--- src/rtl/pipe_ctrl_pkg.sv ---
// -----------------------------------------------------------------------------
// pipe_ctrl_pkg
// Shared definitions for the 3-stage core pipeline controller:
//   NOP_INST     - instruction word a flushed pipe register loads
//   PC_RESET     - reset / flush address
//   pipe_state_e - pipe_ctrl FSM encodings (visible on state_o)
//   hold_src_e   - winning hold source after priority arbitration
//   hold_src()   - irq > ex > bus priority resolver
// -----------------------------------------------------------------------------
package pipe_ctrl_pkg;

  localparam logic [31:0] NOP_INST = 32'h0000_0013;
  localparam logic [31:0] PC_RESET = 32'h0000_0000;

  typedef enum logic [1:0] {
    ST_RUN      = 2'd0,
    ST_REDIRECT = 2'd1,
    ST_FLUSH    = 2'd2,
    ST_SPARE    = 2'd3
  } pipe_state_e;

  typedef enum logic [1:0] {
    HOLD_NONE = 2'd0,
    HOLD_BUS  = 2'd1,
    HOLD_EX   = 2'd2,
    HOLD_IRQ  = 2'd3
  } hold_src_e;

  // Only the highest-priority requester matters; lower ones are masked.
  function automatic hold_src_e hold_src(input logic irq, input logic ex, input logic bus);
    hold_src_e src;
    if (irq) begin
      src = HOLD_IRQ;
    end else if (ex) begin
      src = HOLD_EX;
    end else if (bus) begin
      src = HOLD_BUS;
    end else begin
      src = HOLD_NONE;
    end
    return src;
  endfunction

endpackage

--- src/rtl/gen_pipe_dff.sv ---
// -----------------------------------------------------------------------------
// gen_pipe_dff
// Generic enabled pipeline register with asynchronous active-low reset to a
// parameterised value.
//   clk   in  1  clock
//   rst_  in  1  asynchronous active-low reset (loads RST_VAL)
//   i_en  in  1  load enable
//   i_d   in  W  data in
//   o_q   out W  registered data
// -----------------------------------------------------------------------------
module gen_pipe_dff #(
  parameter int           W       = 32,
  parameter logic [W-1:0] RST_VAL = '0
) (
  input  logic         clk,
  input  logic         rst_,
  input  logic         i_en,
  input  logic [W-1:0] i_d,
  output logic [W-1:0] o_q
);

  logic [W-1:0] r_q;

  always_ff @(posedge clk or negedge rst_) begin
    if (!rst_) begin
      r_q <= RST_VAL;
    end else if (i_en) begin
      r_q <= i_d;
    end
  end

  assign o_q = r_q;

endmodule

--- src/rtl/pipe_ctrl.sv ---
// -----------------------------------------------------------------------------
// pipe_ctrl
// Central pipeline controller for the 3-stage core. Arbitrates hold requests
// (irq > ex > bus), drives hold/flush for pc_reg, if_id and id_ex, and
// sequences branch/jump redirects including deferral across fetch-bus stalls.
//   clk             in   1            core clock
//   rst_            in   1            asynchronous active-low reset
//   jump_req_i      in   1            ex requests a redirect this cycle
//   jump_addr_i     in   ADDR_W       redirect target
//   hold_irq_req_i  in   1            interrupt controller freezes whole pipe
//   hold_ex_req_i   in   1            multi-cycle ex op busy
//   hold_bus_req_i  in   1            instruction fetch not ready
//   hold_pc_o       out  1            pc_reg keeps value
//   hold_if_id_o    out  1            if_id keeps value
//   hold_id_ex_o    out  1            id_ex keeps value
//   flush_if_id_o   out  1            if_id loads NOP/0 (beats hold_if_id_o)
//   flush_id_ex_o   out  1            id_ex loads NOP/0
//   pc_load_o       out  1            pc_reg loads pc_load_addr_o
//   pc_load_addr_o  out  ADDR_W       redirect target
//   state_o         out  2            FSM state (debug)
//   stall_cnt_o     out  STALL_CNT_W  saturating count of hold_pc_o cycles
// All control outputs are combinational from inputs and current state.
// -----------------------------------------------------------------------------
module pipe_ctrl
  import pipe_ctrl_pkg::*;
#(
  parameter int ADDR_W       = 32,
  parameter int FLUSH_CYCLES = 1,
  parameter int STALL_CNT_W  = 16
) (
  input  logic                   clk,
  input  logic                   rst_,
  input  logic                   jump_req_i,
  input  logic [ADDR_W-1:0]      jump_addr_i,
  input  logic                   hold_irq_req_i,
  input  logic                   hold_ex_req_i,
  input  logic                   hold_bus_req_i,
  output logic                   hold_pc_o,
  output logic                   hold_if_id_o,
  output logic                   hold_id_ex_o,
  output logic                   flush_if_id_o,
  output logic                   flush_id_ex_o,
  output logic                   pc_load_o,
  output logic [ADDR_W-1:0]      pc_load_addr_o,
  output logic [1:0]             state_o,
  output logic [STALL_CNT_W-1:0] stall_cnt_o
);

  // Counter preload after a PC load; the load cycle itself is the first
  // flush cycle, so FLUSH only has to cover the remaining ones.
  localparam logic [1:0]  FLUSH_INIT = 2'(FLUSH_CYCLES - 1);
  localparam pipe_state_e LOAD_NEXT  = (FLUSH_CYCLES > 1) ? ST_FLUSH : ST_RUN;

  pipe_state_e            r_state;
  pipe_state_e            w_state_next;
  logic [1:0]             r_flush_cnt;
  logic [1:0]             w_flush_cnt_next;
  logic [STALL_CNT_W-1:0] r_stall_cnt;
  logic [ADDR_W-1:0]      w_pend_addr;
  logic                   w_latch_en;
  hold_src_e              w_src;
  logic                   w_hold_all;
  logic                   w_hold_bus;
  logic                   w_jump_acc;

  assign w_src      = hold_src(hold_irq_req_i, hold_ex_req_i, hold_bus_req_i);
  assign w_hold_all = (w_src == HOLD_IRQ) || (w_src == HOLD_EX);
  assign w_hold_bus = (w_src == HOLD_BUS);
  // An irq/ex freeze drops the jump; ex re-issues it once released.
  assign w_jump_acc = jump_req_i && !w_hold_all;

  // Pending redirect target, captured when a jump meets a fetch-bus stall.
  gen_pipe_dff #(
    .W       (ADDR_W),
    .RST_VAL (ADDR_W'(PC_RESET))
  ) u_pend_addr (
    .clk  (clk),
    .rst_ (rst_),
    .i_en (w_latch_en),
    .i_d  (jump_addr_i),
    .o_q  (w_pend_addr)
  );

  always_ff @(posedge clk or negedge rst_) begin
    if (!rst_) begin
      r_state     <= ST_RUN;
      r_flush_cnt <= 2'd0;
    end else begin
      r_state     <= w_state_next;
      r_flush_cnt <= w_flush_cnt_next;
    end
  end

  always_comb begin
    w_state_next     = r_state;
    w_flush_cnt_next = r_flush_cnt;
    w_latch_en       = 1'b0;
    hold_pc_o        = 1'b0;
    hold_if_id_o     = 1'b0;
    hold_id_ex_o     = 1'b0;
    flush_if_id_o    = 1'b0;
    flush_id_ex_o    = 1'b0;
    pc_load_o        = 1'b0;
    pc_load_addr_o   = '0;

    // Hold arbitration. A bus stall lets ex drain, so id_ex gets a bubble.
    if (w_hold_all) begin
      hold_pc_o    = 1'b1;
      hold_if_id_o = 1'b1;
      hold_id_ex_o = 1'b1;
    end else if (w_hold_bus) begin
      hold_pc_o     = 1'b1;
      hold_if_id_o  = 1'b1;
      flush_id_ex_o = 1'b1;
    end

    case (r_state)
      ST_RUN: begin
        pc_load_addr_o = jump_addr_i;
      end
      ST_REDIRECT: begin
        pc_load_addr_o = w_pend_addr;
        flush_if_id_o  = 1'b1;
        if (!w_hold_all && !w_hold_bus) begin
          pc_load_o        = 1'b1;
          flush_id_ex_o    = 1'b1;
          w_state_next     = LOAD_NEXT;
          w_flush_cnt_next = FLUSH_INIT;
        end
      end
      ST_FLUSH: begin
        flush_if_id_o = 1'b1;
        // Counter frozen while any hold keeps the front end still.
        if (!w_hold_all && !w_hold_bus) begin
          if (r_flush_cnt <= 2'd1) begin
            w_state_next     = ST_RUN;
            w_flush_cnt_next = 2'd0;
          end else begin
            w_flush_cnt_next = r_flush_cnt - 2'd1;
          end
        end
      end
      default: begin
        w_state_next = ST_RUN;
      end
    endcase

    // An accepted jump restarts the redirect sequence from any state.
    if (w_jump_acc) begin
      if (w_hold_bus) begin
        w_latch_en    = 1'b1;
        flush_if_id_o = 1'b1;
        flush_id_ex_o = 1'b1;
        pc_load_o     = 1'b0;
        w_state_next  = ST_REDIRECT;
      end else begin
        pc_load_o        = 1'b1;
        pc_load_addr_o   = jump_addr_i;
        flush_if_id_o    = 1'b1;
        flush_id_ex_o    = 1'b1;
        w_state_next     = LOAD_NEXT;
        w_flush_cnt_next = FLUSH_INIT;
      end
    end

    // In reset the pipe registers are kept flushed and nothing moves the PC.
    if (!rst_) begin
      hold_pc_o      = 1'b0;
      hold_if_id_o   = 1'b0;
      hold_id_ex_o   = 1'b0;
      flush_if_id_o  = 1'b1;
      flush_id_ex_o  = 1'b1;
      pc_load_o      = 1'b0;
      pc_load_addr_o = '0;
      w_latch_en     = 1'b0;
    end
  end

  always_ff @(posedge clk or negedge rst_) begin
    if (!rst_) begin
      r_stall_cnt <= '0;
    end else if (hold_pc_o && !(&r_stall_cnt)) begin
      r_stall_cnt <= r_stall_cnt + 1'b1;
    end
  end

  assign state_o     = r_state;
  assign stall_cnt_o = r_stall_cnt;

endmodule

--- config.mk ---
export PLATFORM = sky130hd
export DESIGN_NAME = pipe_ctrl
export DESIGN_NICKNAME = d
export VERILOG_FILES = /design/src/rtl/pipe_ctrl_pkg.sv /design/src/rtl/gen_pipe_dff.sv /design/src/rtl/pipe_ctrl.sv
export SDC_FILE = /design/constraint.sdc
export NUM_CORES = 1
export LEC_CHECK = 0
export ABC_AREA = 1
export BUFFER_PORTS_ARGS = -buffer_cell sky130_fd_sc_hd__buf_2
export CORE_MARGIN = 4
export CORE_UTILIZATION = 51
export CTS_BUF_LIST = sky130_fd_sc_hd__clkbuf_16
export DETAILED_ROUTE_END_ITERATION = 8
export PLACE_DENSITY_LB_ADDON = 0.1
export SYNTH_ARGS = -nofsm -noshare
export SYNTH_HDL_FRONTEND = slang
export SYNTH_SLANG_ARGS = --single-unit
--- constraint.sdc ---
create_clock -name clk -period 4.4 [get_ports clk]
set_clock_uncertainty 0.2 [all_clocks]
set_input_delay 0.88 -clock clk [delete_from_list [all_inputs] [get_ports clk]]
set_output_delay 0.88 -clock clk [all_outputs]
set_load 0.05 [all_outputs]
; Yosys cells after proc, flatten, opt, wreduce, memory -nomap -nowiden
; Index checks and enable logic that the tools add are counted.
[word_totals]
ff_bits = 52
output_inout_bits = 56
wordCells = 66
[op_classes]
add_sub_neg = 2
n_lt_le_gt_ge = 1
eq_ne = 9
n_mux = 39
n_reduce_logical = 11
[op_table]
columns = cell, count
row1 = $mux W32, 3
row2 = $pmux W32 S2, 1
row3 = $mux W1, 22
row4 = $mux W2, 11
row5 = $add A16 B1 Y16 const B, 1
row6 = $reduce_and A16 Y1, 1
row7 = $ne A3 B3 Y1 const B, 3
row8 = $eq A2 B2 Y1 const B, 3
row9 = $pmux W2 S3, 1
row10 = $eq A2 B1 Y1 const B, 2
row11 = $pmux W2 S2, 1
row12 = $reduce_and A4 Y1, 1
row13 = $logic_and A1 B1 Y1, 3
row14 = $logic_not A1 Y1, 3
row15 = $le A2 B1 Y1 const B, 1
row16 = $logic_not A2 Y1, 1
row17 = $ne A2 B2 Y1 const B, 1
row18 = $reduce_or A2 Y1, 1
row19 = $sub A2 B1 Y2 const B, 1
row20 = $logic_or A1 B1 Y1, 1

; Depth between registers and ports, before layout
[depth]
word_depth = 11
mapped_depth = 9
depth_no_buf = 8

; Cells and area by module
; A second synthesis with hierarchy kept.
[hier_totals]
cells_unflattened = 408
area_unflattened_um2 = 2925.3
[modules_own_cells]
columns = module, instances, cells_per_inst, area_per_inst_um2, seq_area_each_um2
row1 = pipe_ctrl, 1, 272, 1632.8, 425.4
row2 = gen_pipe_dff, 1, 136, 1292.5, 800.8

; Worst setup path before layout
; Ideal clock, no wire load.
[synth_timing]
path_type = input-to-output
start = input hold_ex_req_i
end = output pc_load_addr_o[10]
arrival_ns = 2.241
required_ns = 3.320
slack_ns = 1.079
cell_stages = 6
cell_sequence = nor2_4 -> nand2_4 -> o21ai_4 -> buf_8 -> nor2_1 -> nor2_1
[synth_between]
elab_chain_len = 8
elab_cells_between_ends = 11
cone_classes = eq/ne (3) / mux (5) / reduce/logical (3)
[synth_lines]
columns = element, line
row1 = start: declaration, pipe_ctrl.sv:36  ; input logic hold_ex_req_i,
row2 = $mux W2 (*), pipe_ctrl_pkg.sv:34  ; end else if (ex) begin
row3 = $mux W2 (*), pipe_ctrl_pkg.sv:32  ; if (irq) begin
row4 = $eq A2 B2 Y1, pipe_ctrl.sv:67  ; assign w_hold_all = (w_src == HOLD_IRQ) || (w_src == HOLD_EX);
row5 = $logic_or A1 B1 Y1, pipe_ctrl.sv:67
row6 = $logic_not A1 Y1, pipe_ctrl.sv:70  ; assign w_jump_acc = jump_req_i && !w_hold_all;
row7 = $logic_and A1 B1 Y1, pipe_ctrl.sv:70
row8 = $mux W32 (*), pipe_ctrl.sv:149  ; if (w_jump_acc) begin
row9 = $mux W32 (*), pipe_ctrl.sv:167  ; if (!rst_) begin
row10 = end: declaration, pipe_ctrl.sv:44  ; output logic [ADDR_W-1:0] pc_load_addr_o,
; Mark *: on every way between the ends. The rest lies on a longest branch, timed or not.

; Final worst setup path
[layout_timing]
start = input hold_ex_req_i
end = output pc_load_addr_o[29]
; The elaborated chain is that of the path after synthesis.

==> metrics <==
GR Overflow Total 0; switching share of power 0.408; FF+latch count, synth about 50; final worst-path cycle share 0.837; Setup TNS 0 ns; CTS tree done; die width 84.4 microns; RSZ-0062 raised after global routing false; core area around 0.0056 sq mm; Hold Crit Class flop to flop; Inserted Diodes 0; Vert. Die Dim 84.4 microns; net switching power about 0.60 mW; Post-CTS Hold Fix Bufs 0; H-tree levels 2; fin crit period 3.68 ns; Resize count post-CTS 0; register area 0.00123 sq mm; Starting Density 0.534; router iterations before antenna repair 4; post-synthesis async set-or-reset flop share 1.00; clock sink count 49; r2r endpoint stall_cnt_o[4]; Max Slew Vio Count 0; Max Cap Viol 0; Final Core Density 0.636; fin worst setup slack 0.716 ns; Final nets 565; Pint 0.875 mW; EDFF count, synth 0; antenna-violating nets left 0; max frequency 271 MHz; antenna violations before repair 0; Crit-path slowest cell o21ai_4; R2R cell count 8; syn_area_per_cell 6.71 sq um; Critical Path Max Stage Delay 0.55 ns; final setup vio count 0; largest net degree at the start of global routing 72; register area share after synthesis 0.412; clock share of power 0.241; Sequential Power Share 0.397; worst rel slew slack 0.371; Worst Setup Start Kind input port; setup bufs post-CTS 0; reg2reg start stall_cnt_o[0]; residual DRC count 0; peak supply drop 0.000269 V; GRT Overall Usage 0.190; Skew-Pair Late Insertion Delay 0.28 ns; total CTS buffers 5; final wirelength 6610 microns; root buf cell clkbuf_16; Inst Count DP 591; PD cells 417 mW/mm^2; post-place setup slack between 0.7 and 0.8 ns; Site Rows 27; vias per cell 4.68; vias in the first global route 2606; Placement Cell Area 0.00341 sq mm; CP endpoint pc_load_addr_o[29]; Final Hold Viols 0; critical path, cell by cell buf_2 -> nor2_4 -> nand2_4 -> o21ai_4 -> buf_4 -> nor2_1 -> nor2_1 -> buf_2; fin area approximately 0.0035 sq mm; wire per inst 11.0 microns; syn_nets a little under 500; Top Ports 94; status completed; Comb pwr share 0.361; Leak 2.10 nW; worst path arrival time 2.60 ns; Iter 0 DRT Violations around 180; CTS clock-pin slew for the worst setup and hold paths 0.06 ns; setup slack, reg-to-reg 2.36 ns; WHS about 0.29 ns; first-pass GRT wire length 11300 microns; YS warnings 0; share of cells above drive strength 1 0.218; final non-filler cell total between 500 and 600; Mapped Area between 0.002 and 0.003 sq mm; CP Capture Type output pin; Yosys cell types 29; Buffers on Ports between 90 and 100; Crit Path Class input port to output pin; fill cell count 542; Worst-Margin Slew 0.940 ns; CP Max Fanout 29; DR vias 2805; Die Area 0.00713 sq mm; ys flop type dfrtp_1; Cells after Synth 444; clock tree buffer depth 2; worst setup path startpoint hold_ex_req_i; multi-input logic area 0.00138 sq mm; CP required 3.32 ns; Pwr Total 1.48 mW; GPL Wtd Cong 0.837; post-DP HPWL 4900 microns; area delta synth->final 19.1%
## sequential cells by signal (all words and copies together) (netlist names)
signal,count
stall_cnt_o,16
state_o,1
u_pend_addr.o_q,32
## cells in the mapped netlist (2+ instances only)
cell type | n | area share
nand2_1 | 158 | 0.20
nor2_1 | 80 | 0.10
inv_1 | 56 | 0.071
dfrtp_1 | 49 | 0.41
o21ai_0 | 36 | 0.061
nand3_1 | 10 | 0.017
buf_2 | 8 | 0.013
nand4_1 | 7 | 0.015
buf_6 | 4 | 0.015
nand2_2 | 4 | 0.0084
xnor2_1 | 4 | 0.012
buf_8 | 3 | 0.015
clkbuf_1 | 3 | 0.0038
nor2_2 | 3 | 0.0063
o21ai_1 | 3 | 0.0050
buf_4 | 2 | 0.0050
xor2_1 | 2 | 0.0059
## how the worst min path moves through the flow
stage / end / slack (ns) / cells past startpoint / from
2_1_floorplan: u_pend_addr.o_q[0] / 0.25 / 2 / u_pend_addr.o_q[0]
3_3_place_gp: u_pend_addr.o_q[11] / 0.27 / 2 / u_pend_addr.o_q[11]
3_5_place_dp: u_pend_addr.o_q[16] / 0.28 / 2 / u_pend_addr.o_q[16]
4_1_cts: u_pend_addr.o_q[16] / 0.29 / 2 / u_pend_addr.o_q[16]
5_1_grt: stall_cnt_o[14] / 0.32 / 1 / rst_
6_report: u_pend_addr.o_q[2] / 0.29 / 2 / u_pend_addr.o_q[2]
## logic make-up (layout without fill, tap and decap cells)
logic type / Yosys count / after routing / share of synthesized area
simple gates: 268 / 268 / 0.365
compound gates: 42 / 42 / 0.0761
xor+xnor: 6 / 6 / 0.0176
fa+ha+maj: 1 / 1 / 0.00420
buf+inv: 77 / 160 / 0.124
other cells: 1 / 1 / 0.00126
flops: 49 / 49 / 0.412
## routing by layer
layer	vias to the layer above	GRT usage	wire, microns
met2	60	0.339	3410
li1	1496	-	-
met3	6	0.0461	338
met5	-	0	0
met4	0	0.0489	66
met1	1243	0.229	2790
## area by class of cell
class / count / area share
Multi-Input combinational cell: 318 / 0.390
Sequential cell: 49 / 0.346
Timing Repair Buffer: 95 / 0.140
Inverter: 57 / 0.0603
Clock buffer: 5 / 0.0353
Tap cell: 72 / 0.0254
Clock inverter: 3 / 0.00388
## power by group through the flow
stage                     combinational, mW  clock (mW)  sequential (mW)
final                                 0.534       0.357            0.588
after global routing                  0.587       0.391            0.599
after CTS                             0.540       0.370            0.587
after detailed placement              0.538           0            0.595
after global placement                0.527           0            0.594
after floorplan                       0.359           0            0.659
## placed cells by master, fill, tap and decap left out, drive strengths merged
cell	Yosys	final
nor2	84	84
dfrtp	49	49
nand3	11	11
inv	57	58
a21boi	1	1
buf	17	95
nand3b	1	1
nand2	163	163
xor2	2	2
xnor2	4	4
o21ai	40	40
clkbuf	3	5
conb	1	1
nand4	7	7
a211oi	1	1
clkinv	0	2
nor3	2	2
ha	1	1
## critical path: cells and delay by family
kind / cells / cell delay, ns
AO/OA/AOI/OAI: 1 / 0.55
buffers and inverters: 3 / 0.75
AND/OR/NAND/NOR: 4 / 0.42
Note: power is estimated with default switching activity, not from simulation.
